<file path="src/rtl/game_referee.sv">
// Tic-tac-toe referee: captures a board, applies agent/player moves, and declares win or draw.
// Define GAME_REFEREE_REWARD_EN to add a registered signed reward output.
module game_referee #(
  parameter int         MAX_MOVES   = 9,
  parameter logic [1:0] AGENT_MARK  = 2'b01,
  parameter logic [1:0] PLAYER_MARK = 2'b10
) (
  input  logic        clock,
  input  logic        reset,
  input  logic        training,
  input  logic [17:0] state_in,
  input  logic [3:0]  action_in,
  input  logic [15:0] counter_in,
  output logic [17:0] board,
  output logic        move_ready,
  output logic        illegal_move,
  output logic        game_over,
  output logic [1:0]  winner,
  output logic [3:0]  move_count
`ifdef GAME_REFEREE_REWARD_EN
  ,
  output logic signed [7:0] reward
`endif
);

  typedef enum logic [1:0] {IDLE, PLAY, CHECK, DONE} state_t;

  localparam logic [3:0] MAX_CNT = 4'(MAX_MOVES);

  state_t      state, state_d;
  logic [17:0] board_d;
  logic [3:0]  count_d;
  logic [1:0]  winner_d;
  logic        illegal_d;
  logic        legal;
  logic [1:0]  mark;
  logic        agent_line, player_line;
  logic        counter_unused;
`ifdef GAME_REFEREE_REWARD_EN
  logic signed [7:0] reward_d;
`endif

  // Only the parity of the move counter selects the mover.
  assign counter_unused = ^counter_in[15:1];

  function automatic logic has_line(input logic [17:0] b, input logic [1:0] m);
    logic [8:0] h;
    for (int i = 0; i < 9; i++) h[i] = (b[2*i +: 2] == m);
    return (h[0] & h[1] & h[2]) | (h[3] & h[4] & h[5]) | (h[6] & h[7] & h[8]) |
           (h[0] & h[3] & h[6]) | (h[1] & h[4] & h[7]) | (h[2] & h[5] & h[8]) |
           (h[0] & h[4] & h[8]) | (h[2] & h[4] & h[6]);
  endfunction

  assign move_ready  = (state == PLAY);
  assign game_over   = (state == DONE);
  assign mark        = counter_in[0] ? AGENT_MARK : PLAYER_MARK;
  assign agent_line  = has_line(board, AGENT_MARK);
  assign player_line = has_line(board, PLAYER_MARK);

  // Indices 9..15 match no cell, so they are never legal.
  always_comb begin
    legal = 1'b0;
    for (int i = 0; i < 9; i++)
      if (action_in == 4'(i)) legal = (board[2*i +: 2] == 2'b00);
  end

  always_comb begin
    // NOTE: every output of this block gets a default first, so no path can infer a latch.
    state_d   = state;
    board_d   = board;
    count_d   = move_count;
    winner_d  = winner;
    illegal_d = 1'b0;
`ifdef GAME_REFEREE_REWARD_EN
    reward_d  = 8'sd0;
`endif
    case (state)
      IDLE: if (training) begin
        board_d  = state_in;
        count_d  = 4'd0;
        winner_d = 2'b00;
        state_d  = PLAY;
      end
      PLAY: if (legal) begin
        for (int i = 0; i < 9; i++)
          if (action_in == 4'(i)) board_d[2*i +: 2] = mark;
        if (move_count != MAX_CNT) count_d = move_count + 4'd1;
        state_d = CHECK;
      end else begin
        illegal_d = 1'b1;
`ifdef GAME_REFEREE_REWARD_EN
        reward_d  = -8'sd5;
`endif
      end
      CHECK: begin
        // Agent line takes priority when a preloaded board completes both.
        if (agent_line)                winner_d = 2'b01;
        else if (player_line)          winner_d = 2'b10;
        else if (move_count == MAX_CNT) winner_d = 2'b11;
        state_d = (winner_d != 2'b00) ? DONE : PLAY;
`ifdef GAME_REFEREE_REWARD_EN
        case (winner_d)
          2'b01:   reward_d = 8'sd10;
          2'b10:   reward_d = -8'sd10;
          default: reward_d = 8'sd0;
        endcase
`endif
      end
      default: ;
    endcase
    if (state != IDLE && !training) begin
      state_d   = IDLE;
      board_d   = '0;
      count_d   = 4'd0;
      winner_d  = 2'b00;
      illegal_d = 1'b0;
`ifdef GAME_REFEREE_REWARD_EN
      reward_d  = 8'sd0;
`endif
    end
  end

  // NOTE: registers use non-blocking assignments so every flop samples pre-edge values.
  always_ff @(posedge clock or posedge reset) begin
    if (reset) begin
      state        <= IDLE;
      board        <= '0;
      move_count   <= 4'd0;
      winner       <= 2'b00;
      illegal_move <= 1'b0;
`ifdef GAME_REFEREE_REWARD_EN
      reward       <= 8'sd0;
`endif
    end else begin
      state        <= state_d;
      board        <= board_d;
      move_count   <= count_d;
      winner       <= winner_d;
      illegal_move <= illegal_d;
`ifdef GAME_REFEREE_REWARD_EN
      reward       <= reward_d;
`endif
    end
  end

endmodule
</file>
<file path="config.mk">
export PLATFORM = sky130hd
export DESIGN_NAME = game_referee
export DESIGN_NICKNAME = d
export VERILOG_FILES = /design/src/rtl/game_referee.sv
export SDC_FILE = /design/constraint.sdc
export NUM_CORES = 1
export LEC_CHECK = 0
export CAP_MARGIN = 20
export CORE_MARGIN = 4
export CORE_UTILIZATION = 41
export CTS_BUF_LIST = sky130_fd_sc_hd__clkbuf_16
export CTS_CLUSTER_SIZE = 12
export DETAILED_ROUTE_END_ITERATION = 10
export HOLD_SLACK_MARGIN = 0.1
export PLACE_DENSITY_LB_ADDON = 0.2
export SLEW_MARGIN = 0
export SYNTH_ARGS = -nofsm -noshare
export SYNTH_HDL_FRONTEND = slang
export SYNTH_SLANG_ARGS = --single-unit
</file>
<file path="constraint.sdc">
create_clock -name clock -period 2.1 [get_ports clock]
set_input_delay 0.21 -clock clock [delete_from_list [all_inputs] [get_ports clock]]
set_output_delay 0.21 -clock clock [all_outputs]
set_load 0.005 [all_outputs]
</file>
==> summary.txt <==
Run status
  – Status: complete, no violations

Pwr
  – Power share of the sequential group: 0.211
  – Total design power: roughly 4.4 mW
  – Leakage Power: 1.291 nW
  – Max VDD drop: 0.7443 mV
  – Comb pwr share: 0.688
  – Clock power share: 0.102
  – Internal Power: ~2.6 mW
  – Sw Ratio: 0.4116
  – Sw Pwr: 1.800 mW
  – Total power per unit cell area: 1453 mW/mm^2

Min path
  – Hold WC Path Type: in -> async

Timing
  – Final hold violations: 0
  – Worst hold slack: 0.3022 ns
  – Worst-Margin Slew: between 0.5 and 0.6 ns
  – Setup TNS: 0 ns
  – Period utilization: 0.9931
  – Setup WS post-layout: around 0.014 ns
  – Fmax: approximately 0.48 GHz
  – Worst relative slew slack: 0.6320
  – Unrepaired setup endpoints after global routing: true
  – Final setup viols: 0
  – Final period demand of the worst path: roughly 2.1 ns
  – Clock Skew: 0.003670 ns
  – Max Slew Vio Count: 0

Worst setup path
  – CP Capture Type: flip-flop
  – Startpoint types: flip-flop
  – Crit path max fanout: 3
  – WP data arrival: around 2.3 ns
  – Worst Path Required: between 2 and 2.5 ns
  – Setup CP Type: reg -> reg

Detailed routing
  – # DRC: 0
  – Initial DRC Count: 135
  – Vias: 2160
  – Vias per Instance: 5.967
  – Routed WL per cell: roughly 18 um
  – Routed WL: about 6400 um
  – Pre-antenna DRT Iters: 4
  – Final ANT Viol Nets: 0

Floorplanning
  – Die height: 76.36 um
  – # IOs: 68
  – FP Rows: 24
  – Chip width: 76.36 um
  – Initial core utilization: 0.4310
  – Core ar.: 0.004444 mm^2
  – Die Area: around 0.006 mm^2

Final layout
  – # diodes: 0
  – Final net count: 358
  – Final Non-Filler Cells: 362
  – Filler cells: 386
  – Final instance area: 0.003010 mm^2
  – Share of cells above drive strength 1: 0.2323
  – Layout Utilization: 0.6774
  – P&R area growth vs syn: 57.15%

Synth
  – Ys async rst share: 1.000
  – Synth top cells by count: o21ai_0, dfrtp_1, nor2_1
  – Unique masters post-synth: 45
  – Mapped Cells: approximately 220
  – Yosys warns: 0
  – Yosys top cell area share: 0.3527
  – Leading post-synthesis cells by cell area: dfrtp_1, o21ai_0, nor4bb_1
  – Most used DFF post-synth: dfrtp_1
  – Mapped Area: 0.001916 mm^2
  – Synth area leader: dfrtp_1
  – Post-Syn Area per Cell: 8.787 um^2
  – Most frequent cell after synthesis: o21ai_0
  – Seq cells post-synth: 27
  – Post-synth EDFFs: 0
  – Syn nets: approximately 270
  – Post-synthesis sequential area ratio: 0.3527

Flow run
  – Max-capacitance violation count: 0

Placement
  – Setup WS pre-CTS: -0.3433 ns
  – GP Congestion: approximately 0.9
  – Placed insts: 346
  – Hpwl dp: roughly 4500 um
  – I/O Buffers: 52
  – Dpl cell area: 0.002724 mm^2

Clocking
  – Clock root buffer: clkbuf_16
  – TritonCTS clock tree: done
  – CTS hold repair buffers: 0
  – Clock Sinks: 27
  – Clk_lat worst skew: 0.26 ns
  – Clk pin slew, worst setup/hold paths: 0.07 ns
  – Max Buffers Root-to-Sink: 2
  – Num CTS Buffers: 3
  – H-tree depth: 1

Global routing
  – Global-route wire length before repair: 10620 um
  – Initial antenna violation count: 0
  – Largest net degree at the start of global routing: 28
  – Vias in the first global route: between 2000 and 2500
  – Aggregate global-route resource usage: 0.2214
  – Overflow after GRT: 0
==> metal layers <==
metal	track usage	vias to the layer above	wire length, um
met1	0.2930	1021	2860
met3	0.04137	18	437
met4	0.07790	0	117
li1	-	1024	-
met2	0.3612	97	3013
met5	0	-	0
==> power by group through the flow <==
stage	registers [mW]	logic, mW	clock network (mW)
2_1_floorplan	0.982	1.22	0
3_3_place_gp	0.910	2.42	0
4_1_cts	0.908	2.79	0.449
3_5_place_dp	0.913	2.47	0
6_report	0.921	3.01	0.445
5_1_grt	0.948	3.27	0.469
==> worst max-delay path: stages (launching register included) <==
cell and delay (ns):
dfrtp_1 0.42, o31a_1 0.31, o41ai_2 0.34, buf_4 0.18, nor2_2 0.05, or4_4 0.56, o21ai_1 0.16
==> layout by cell type, fill, tap and decap left out, types with 2 or more instances in the layout <==
master	n
clkdlybuf4s50_1	48
buf_4	43
o21ai_0	36
dfrtp_1	26
nor2_1	23
nor4bb_1	16
nor2b_1	11
o31ai_1	11
a21oi_1	9
o21ai_1	8
o41ai_2	6
inv_1	6
nand2_1	5
o41ai_1	4
ha_1	4
clkbuf_16	3
nor4b_2	2
nand3_1	2
nand4_1	2
o311a_1	2
nand2b_1	2
o211ai_1	2
inv_2	2
ha_4	2
buf_6	2
dlygate4sd2_1	2
dlymetal6s2s_1	2
==> cells by family (layout without fill, tap and decap cells) <==
family	count (synthesis)	count (layout)	synth area share
and+or+nand+nor	71	71	0.2397
DFF	27	27	0.3527
buffers and inverters	20	112	0.04703
AOI/OAI and AO/OA	93	93	0.3161
adders and majority gates	6	6	0.03919
muxes	1	1	0.005226
==> registers in the layout (all words and copies together) (netlist names) <==
name,count
winner,2
board,18
state,2
illegal_move,1
move_count,4
==> final timing paths <==
kind	start	endpoint	slack [ns]	cells after the start
hold / removal	reset	board[7]	0.30	3
min in group clock	move_count[3]	move_count[3]	0.50	1
max in group asynchronous	reset	state[0]	1.51	3
hold reg to reg	move_count[3]	move_count[3]	0.50	1
setup reg to reg	board[3]	move_count[2]	0.01	6
setup / recovery	board[3]	move_count[2]	0.01	6
==> final cells by class <==
class                           instances  area (um^2)  area share
Multi-Input combinational cell        171         1230      0.4086
Tap cell                               52        65.06     0.02161
Sequential cell                        27        676.9      0.2249
Clock buffer                            3        75.07     0.02494
Inverter                                8        30.03    0.009975
Timing Repair Buffer                  100        928.4      0.3084
Clock inverter                          1        5.005    0.001663
==> repair_timing <==
action | in CTS | in global routing
gates cloned | 3 | 0
setup endpoints to repair | 16 | 23
gates resized for setup | 7 | 23
pin swaps | 3 | 8
setup buffers | 4 | 5
Note: power is estimated with default switching activity, not from simulation.
